$ cat config.mk
export PLATFORM = sky130hd
export DESIGN_NAME = ram_reader
export DESIGN_NICKNAME = d
export VERILOG_FILES = /design/src/rtl/ram_reader_pkg.sv /design/src/rtl/ram_reader_fifo.sv /design/src/rtl/ram_reader.sv
export SDC_FILE = /design/constraint.sdc
export NUM_CORES = 1
export LEC_CHECK = 0
export BUFFER_PORTS_ARGS = -buffer_cell sky130_fd_sc_hd__buf_4
export CAP_MARGIN = 10
export CORE_MARGIN = 3
export CORE_UTILIZATION = 59
export CTS_CLUSTER_DIAMETER = 120
export DETAILED_ROUTE_END_ITERATION = 8
export PLACE_DENSITY = 0.82
export SYNTH_ARGS = -nofsm -noshare
export SYNTH_HDL_FRONTEND = slang
export SYNTH_SLANG_ARGS = --single-unit
$ cat constraint.sdc
create_clock -name clk -period 5.16 [get_ports clk]
set_input_delay 0.516 -clock clk [delete_from_list [all_inputs] [get_ports clk]]
set_output_delay 0.516 -clock clk [all_outputs]
set_load 0.01 [all_outputs]
$ cat src/rtl/ram_reader_pkg.sv
// Shared definitions for the RAM read engine: RAM geometry, FSM states and
// the hex-to-seven-segment table used by the optional display outputs.
package ram_reader_pkg;

  localparam int RAM_AW = 10;
  localparam int RAM_DW = 8;

  typedef enum logic [1:0] {
    IDLE,
    RUN,
    DRAIN
  } state_t;

  // Active-low segments, bit order g..a, indexed by nibble value.
  localparam logic [6:0] HEX_SEG [16] = '{
    7'b1000000, 7'b1111001, 7'b0100100, 7'b0110000,
    7'b0011001, 7'b0010010, 7'b0000010, 7'b1111000,
    7'b0000000, 7'b0010000, 7'b0001000, 7'b0000011,
    7'b1000110, 7'b0100001, 7'b0000110, 7'b0001110
  };

endpackage

$ cat src/rtl/ram_reader_fifo.sv
// Synchronous FIFO for the read engine output stream; head is shown
// combinationally on dout and forced to zero while empty.
module ram_reader_fifo #(
  parameter int DEPTH = 4,
  parameter int DW    = 8,
  parameter int CW    = $clog2(DEPTH + 1)
) (
  input  logic          clk,
  input  logic          rst_n,
  input  logic          push,
  input  logic [DW-1:0] din,
  input  logic          pop,
  output logic [DW-1:0] dout,
  output logic [CW-1:0] count
);

  localparam int PW = (DEPTH > 1) ? $clog2(DEPTH) : 1;

  logic [DW-1:0] mem [DEPTH];
  logic [PW-1:0] wr_ptr, rd_ptr;
  logic          do_pop;

  function automatic logic [PW-1:0] ptr_inc(input logic [PW-1:0] p);
    return (p == PW'(DEPTH - 1)) ? '0 : p + 1'b1;
  endfunction

  assign do_pop = pop && (count != '0);

  // NOTE: non-blocking assignments for all sequential state so every flop samples pre-edge values.
  always_ff @(posedge clk or negedge rst_n) begin
    if (!rst_n) begin
      wr_ptr <= '0;
      rd_ptr <= '0;
      count  <= '0;
    end else begin
      if (push)   wr_ptr <= ptr_inc(wr_ptr);
      if (do_pop) rd_ptr <= ptr_inc(rd_ptr);
      case ({push, do_pop})
        2'b10:   count <= count + 1'b1;
        2'b01:   count <= count - 1'b1;
        default: count <= count;
      endcase
    end
  end

  // NOTE: storage is deliberately not reset; the empty-gated dout hides stale contents.
  always_ff @(posedge clk) begin
    if (push) mem[wr_ptr] <= din;
  end

  assign dout = (count != '0) ? mem[rd_ptr] : '0;

  a_no_overflow: assert property (@(posedge clk) disable iff (!rst_n)
    !(push && !do_pop && (count == CW'(DEPTH))));

endmodule

$ cat src/rtl/ram_reader.sv
// Streaming read engine: walks a wrapping RAM address range and streams the
// bytes out through a credit-counted FIFO. Define RAM_READER_HEX_EN to add
// the hex_hi/hex_lo seven-segment view of the last accepted byte.
module ram_reader
  import ram_reader_pkg::*;
#(
  parameter int FIFO_DEPTH = 4
) (
  input  logic              clk,
  input  logic              rst_n,
  input  logic              start,
  input  logic [RAM_AW-1:0] base,
  input  logic [RAM_AW:0]   len,
  output logic [RAM_AW-1:0] ram_addr,
  output logic              ram_re,
  input  logic [RAM_DW-1:0] ram_q,
  output logic [RAM_DW-1:0] out_data,
  output logic              out_valid,
  input  logic              out_ready,
  output logic              busy,
`ifdef RAM_READER_HEX_EN
  output logic [6:0]        hex_hi,
  output logic [6:0]        hex_lo,
`endif
  output logic              done
);

  localparam int CW = $clog2(FIFO_DEPTH + 1);

  state_t            state_q, state_d;
  logic [RAM_AW-1:0] addr_q;
  logic [RAM_AW:0]   remaining_q;
  logic              cap_q;
  logic [CW-1:0]     count;
  logic [CW:0]       used;
  logic              issue, pop, last_pop;

  // Credits: FIFO entries plus reads in the RAM pipe (ram_re stage, capture stage).
  assign used      = {1'b0, count} + (CW + 1)'(ram_re) + (CW + 1)'(cap_q);
  assign issue     = (state_q == RUN) && (remaining_q != '0) && (used < (CW + 1)'(FIFO_DEPTH));
  assign out_valid = (count != '0);
  assign pop       = out_valid && out_ready;
  assign last_pop  = (state_q == DRAIN) && pop && (count == CW'(1)) && !ram_re && !cap_q;
  assign busy      = (state_q != IDLE);

  always_ff @(posedge clk or negedge rst_n) begin
    if (!rst_n) state_q <= IDLE;
    else        state_q <= state_d;
  end

  // NOTE: next-state defaults to the current state first, so no path can infer a latch.
  always_comb begin
    state_d = state_q;
    case (state_q)
      IDLE:    if (start && (len != '0))                 state_d = RUN;
      RUN:     if (issue && (remaining_q == (RAM_AW+1)'(1))) state_d = DRAIN;
      DRAIN:   if (last_pop)                             state_d = IDLE;
      default: state_d = IDLE;
    endcase
  end

  always_ff @(posedge clk or negedge rst_n) begin
    if (!rst_n) begin
      addr_q      <= '0;
      remaining_q <= '0;
      ram_addr    <= '0;
      ram_re      <= 1'b0;
      cap_q       <= 1'b0;
      done        <= 1'b0;
    end else begin
      ram_re <= issue;
      cap_q  <= ram_re;
      done   <= last_pop || ((state_q == IDLE) && start && (len == '0));
      if ((state_q == IDLE) && start) begin
        addr_q      <= base;
        remaining_q <= len;
      end else if (issue) begin
        ram_addr    <= addr_q;
        addr_q      <= addr_q + 1'b1;
        remaining_q <= remaining_q - 1'b1;
      end
    end
  end

  ram_reader_fifo #(
    .DEPTH (FIFO_DEPTH),
    .DW    (RAM_DW),
    .CW    (CW)
  ) u_fifo (
    .clk   (clk),
    .rst_n (rst_n),
    .push  (cap_q),
    .din   (ram_q),
    .pop   (pop),
    .dout  (out_data),
    .count (count)
  );

`ifdef RAM_READER_HEX_EN
  logic [RAM_DW-1:0] shown_q;

  always_ff @(posedge clk or negedge rst_n) begin
    if (!rst_n)   shown_q <= '0;
    else if (pop) shown_q <= out_data;
  end

  assign hex_hi = HEX_SEG[shown_q[7:4]];
  assign hex_lo = HEX_SEG[shown_q[3:0]];
`endif

endmodule
==> impl_metrics.py <==
metrics = {
    "routing": {
        "drcViolationCount": 0,
        "post_drt_wl_per_cell_um": 17.1,
        "wl_mm": 7.35,
        "dr.pass1.iters": 4,
        "dr_total_vias": 2550,
        "drtIter0Drc": 179,
        "routed_via_density": 5.94,
        "ant_nets": 0,
    },
    "floorplan": {
        "die-area_um2": 7010,
        "initial_core_util_pct": 62.8,
        "die-width_um": 83.7,
        "row_count": 27,
        "core_area_um2": 5680,
        "die_y_um": 83.7,
        "pin_count": 55,
    },
    "clock_network": {
        "htreeDepth": 3,
        "root_buffer": "clkbuf_8",
        "cts_made_buffers": 9,
        "clk_latency_ns": 0.35,
        "ctsHoldBuffers": 0,
        "cts_resized": 0,
        "cts_tree": "built",
        "cts.clk_slew.worst_paths_ns": 0.08,
        "cts.path.max_buffers": 2,
        "cts_sinks": 75,
        "post_cts_buffers": 0,
    },
    "yosys": {
        "synth_compound_area_share_pct": 10.2,
        "synth_top_family_by_area": "simple AND/OR/NAND/NOR gates",
        "yosys_warnings": 0,
        "syn-num-nets": 347,
        "ys_ff_latch": 75,
        "synth_cell_types": 48,
        "ys_seq_area_share_pct": 57.1,
        "synthXorXnorAreaFrac_pct": 1.23,
        "syn_area_per_cell_um2": 11.9,
        "synth_fa_ha_area_share_pct": 5.26,
        "syn-cell-area_um2": 3570,
        "synth_mux_area_share_pct": 5.65,
        "synthSimpleGateAreaFrac_pct": 17.1,
        "synthCells": 299,
    },
    "critical_path": {
        "crit_cells": 6,
        "r2r-start": "remaining_q[7]",
        "worstSetupStartpointType": "flop",
        "reg2regPathDepth": 6,
        "rrSetupSlack_ns": 2.52,
        "arrival_ns": 2.87,
        "required_ns": 5.38,
        "cp_slowest_cell": "or4_1",
        "worstSetupEndpointType": "flop",
        "crit_path_max_fanout": 35,
        "cp_slowest_stage_delay_ns": 0.70,
        "worstReg2RegEnd": "remaining_q[9]",
        "crit_chain": "or4_4 -> or4_1 -> nand2_8 -> inv_6 -> a21o_1 -> a221o_1",
        "critPathKind": "flop to flop",
        "critPathTopFamily": "simple AND/OR/NAND/NOR gates",
        "path_buf_inv": 1,
    },
    "sta": {
        "skew_ns": 0.00911,
        "min_period_ns": 2.64,
        "setup_ws_ns": 2.52,
        "max_freq_mhz": 378,
        "rsz0062_at_grt": "no",
        "holdWs_ns": 0.139,
        "tightest_slew_ns": 0.941,
        "post-route-period-util_pct": 51.2,
        "setup_viol": 0,
        "slew_violations": 0,
        "setup_tns_ns": 0,
        "hold_viol_final": 0,
        "slew_headroom_pct": 37.3,
    },
    "finish": {
        "final_cell_mix": "buf_4, nand2_1, dfrtp_1",
        "drive_gt1_share_pct": 23.5,
        "layout.cells.non_filler": 429,
        "stdcell_area_um2": 4240,
        "seq_area_um2": 2040,
        "syn2layout_area_growth_pct": 18.8,
        "n_fill_cell": 392,
        "multi_input_comb_area_um2": 1410,
        "final_common_cell": "buf_4",
        "fin_util_pct": 74.6,
        "antenna_cells": 0,
        "nNetsFinal": 400,
    },
    "placed_design": {
        "port-buffer-count": 54,
        "finalWeightedCongestion": 0.902,
        "postPlaceCellArea_um2": 4000,
        "dp_hpwl_mm": 5.20,
        "post-place-ws_ns": 2.53,
        "dp.cells": 413,
    },
    "power_and_ir_drop": {
        "total_power_mw": 2.42,
        "power.leakage_nw": 1.81,
        "ir_drop_v": 0.000316,
        "p_per_area_nw_per_um2": 571,
    },
    "global_route": {
        "met2_usage_pct": 34.2,
        "grt_most_used_layer": "met2",
        "track_usage_pct": 22.9,
        "grt_pass1_wl_mm": 12.6,
        "antenna_found_initial": 0,
        "grt_max_degree": 44,
        "grt_use_met1_pct": 31.8,
        "first_global_vias": 2541,
        "grt_remaining_overflow": 0,
        "met3_usage_pct": 5.53,
    },
    "job": {
        "cap_violations": 0,
    },
    "status": {
        "status": "finished clean",
    },
    "hold_path": {
        "worstHoldPathType": "input port to async pin",
    },
}
Yosys cell counts (all sizes together):
master,n,area share [%]
a211o,1,0.25
a211oi,1,0.35
a21o,8,1.7
a21oi,4,0.88
a221o,7,2.0
a22oi,1,0.21
a31o,1,0.25
a32oi,2,0.49
and2,13,2.3
and3,1,0.18
buf,6,1.2
clkbuf,6,0.63
dfrtp,43,30
edfxtp,32,27
ha,15,5.3
inv,14,1.6
mux2,1,0.32
mux2i,1,0.28
mux4,8,5.1
nand2,48,5.5
nand2b,3,0.53
nand3,12,1.7
nand3b,3,0.63
nand4,2,0.35
nand4b,1,0.25
nor2,10,1.1
nor3,9,1.3
nor4,5,0.88
nor4b,1,0.25
o211ai,3,0.63
o21a,1,0.21
o21ai,15,2.1
o221ai,1,0.25
o22ai,1,0.18
o311ai,3,0.74
or3,6,1.1
or4,4,0.95
or4b,1,0.28
xnor2,2,0.49
xor2,3,0.74
layout make-up:
cell class	instances	share of cell area [%]
clock buffers	10	3.01
clock inverters	6	2.66
inverters	14	1.36
multi-input cells	198	33.2
flip-flops and latches	75	48.1
well taps	72	2.13
repair buffers	54	9.57
per-layer routing:
metal / vias up / share of wire (%)
li1: 1201 / -
met1: 1246 / 43
met2: 88 / 48
met3: 15 / 6.7
met4: 0 / 2.2
met5: - / 0
report_power, final:
group	total (mW)	internal, mW	switching [mW]
clock network	0.538	0.323	0.215
registers	0.964	0.802	0.162
logic	0.918	0.427	0.491
total	2.42	1.55	0.869
flip-flops by register name, indices dropped and copies added (netlist names):
register and count:
cap_q 1, u_fifo.rd_ptr 2, state_q 2, done 1, remaining_q 11, u_fifo.count 3, ram_re 1, u_fifo.mem 32
addr_q 10, ram_addr 10, u_fifo.wr_ptr 2
kinds of logic after synthesis:
group,Yosys count
AOI/OAI and AO/OA,49
xor gates and xnor gates,5
adders and majority gates,15
buffers and inverters,26
DFF,75
muxes,10
and+or+nand+nor,119
worst max-delay path by stage:
stage                endpoint  slack [ns]            from
2_1_floorplan  remaining_q[5]        2.85           cap_q
3_3_place_gp        addr_q[9]        2.59  remaining_q[7]
3_5_place_dp        addr_q[9]        2.53  remaining_q[7]
4_1_cts        remaining_q[9]        2.53  remaining_q[7]
5_1_grt        remaining_q[7]        2.40           cap_q
6_report       remaining_q[9]        2.52  remaining_q[7]
worst reg2reg max path: stages, from the launching register on:
cell     delay [ns]
dfrtp_1        0.41
or4_4          0.56
or4_1          0.70
nand2_8        0.28
inv_6          0.12
a21o_1         0.18
a221o_1        0.29
Power figures use the tool's default switching activity.
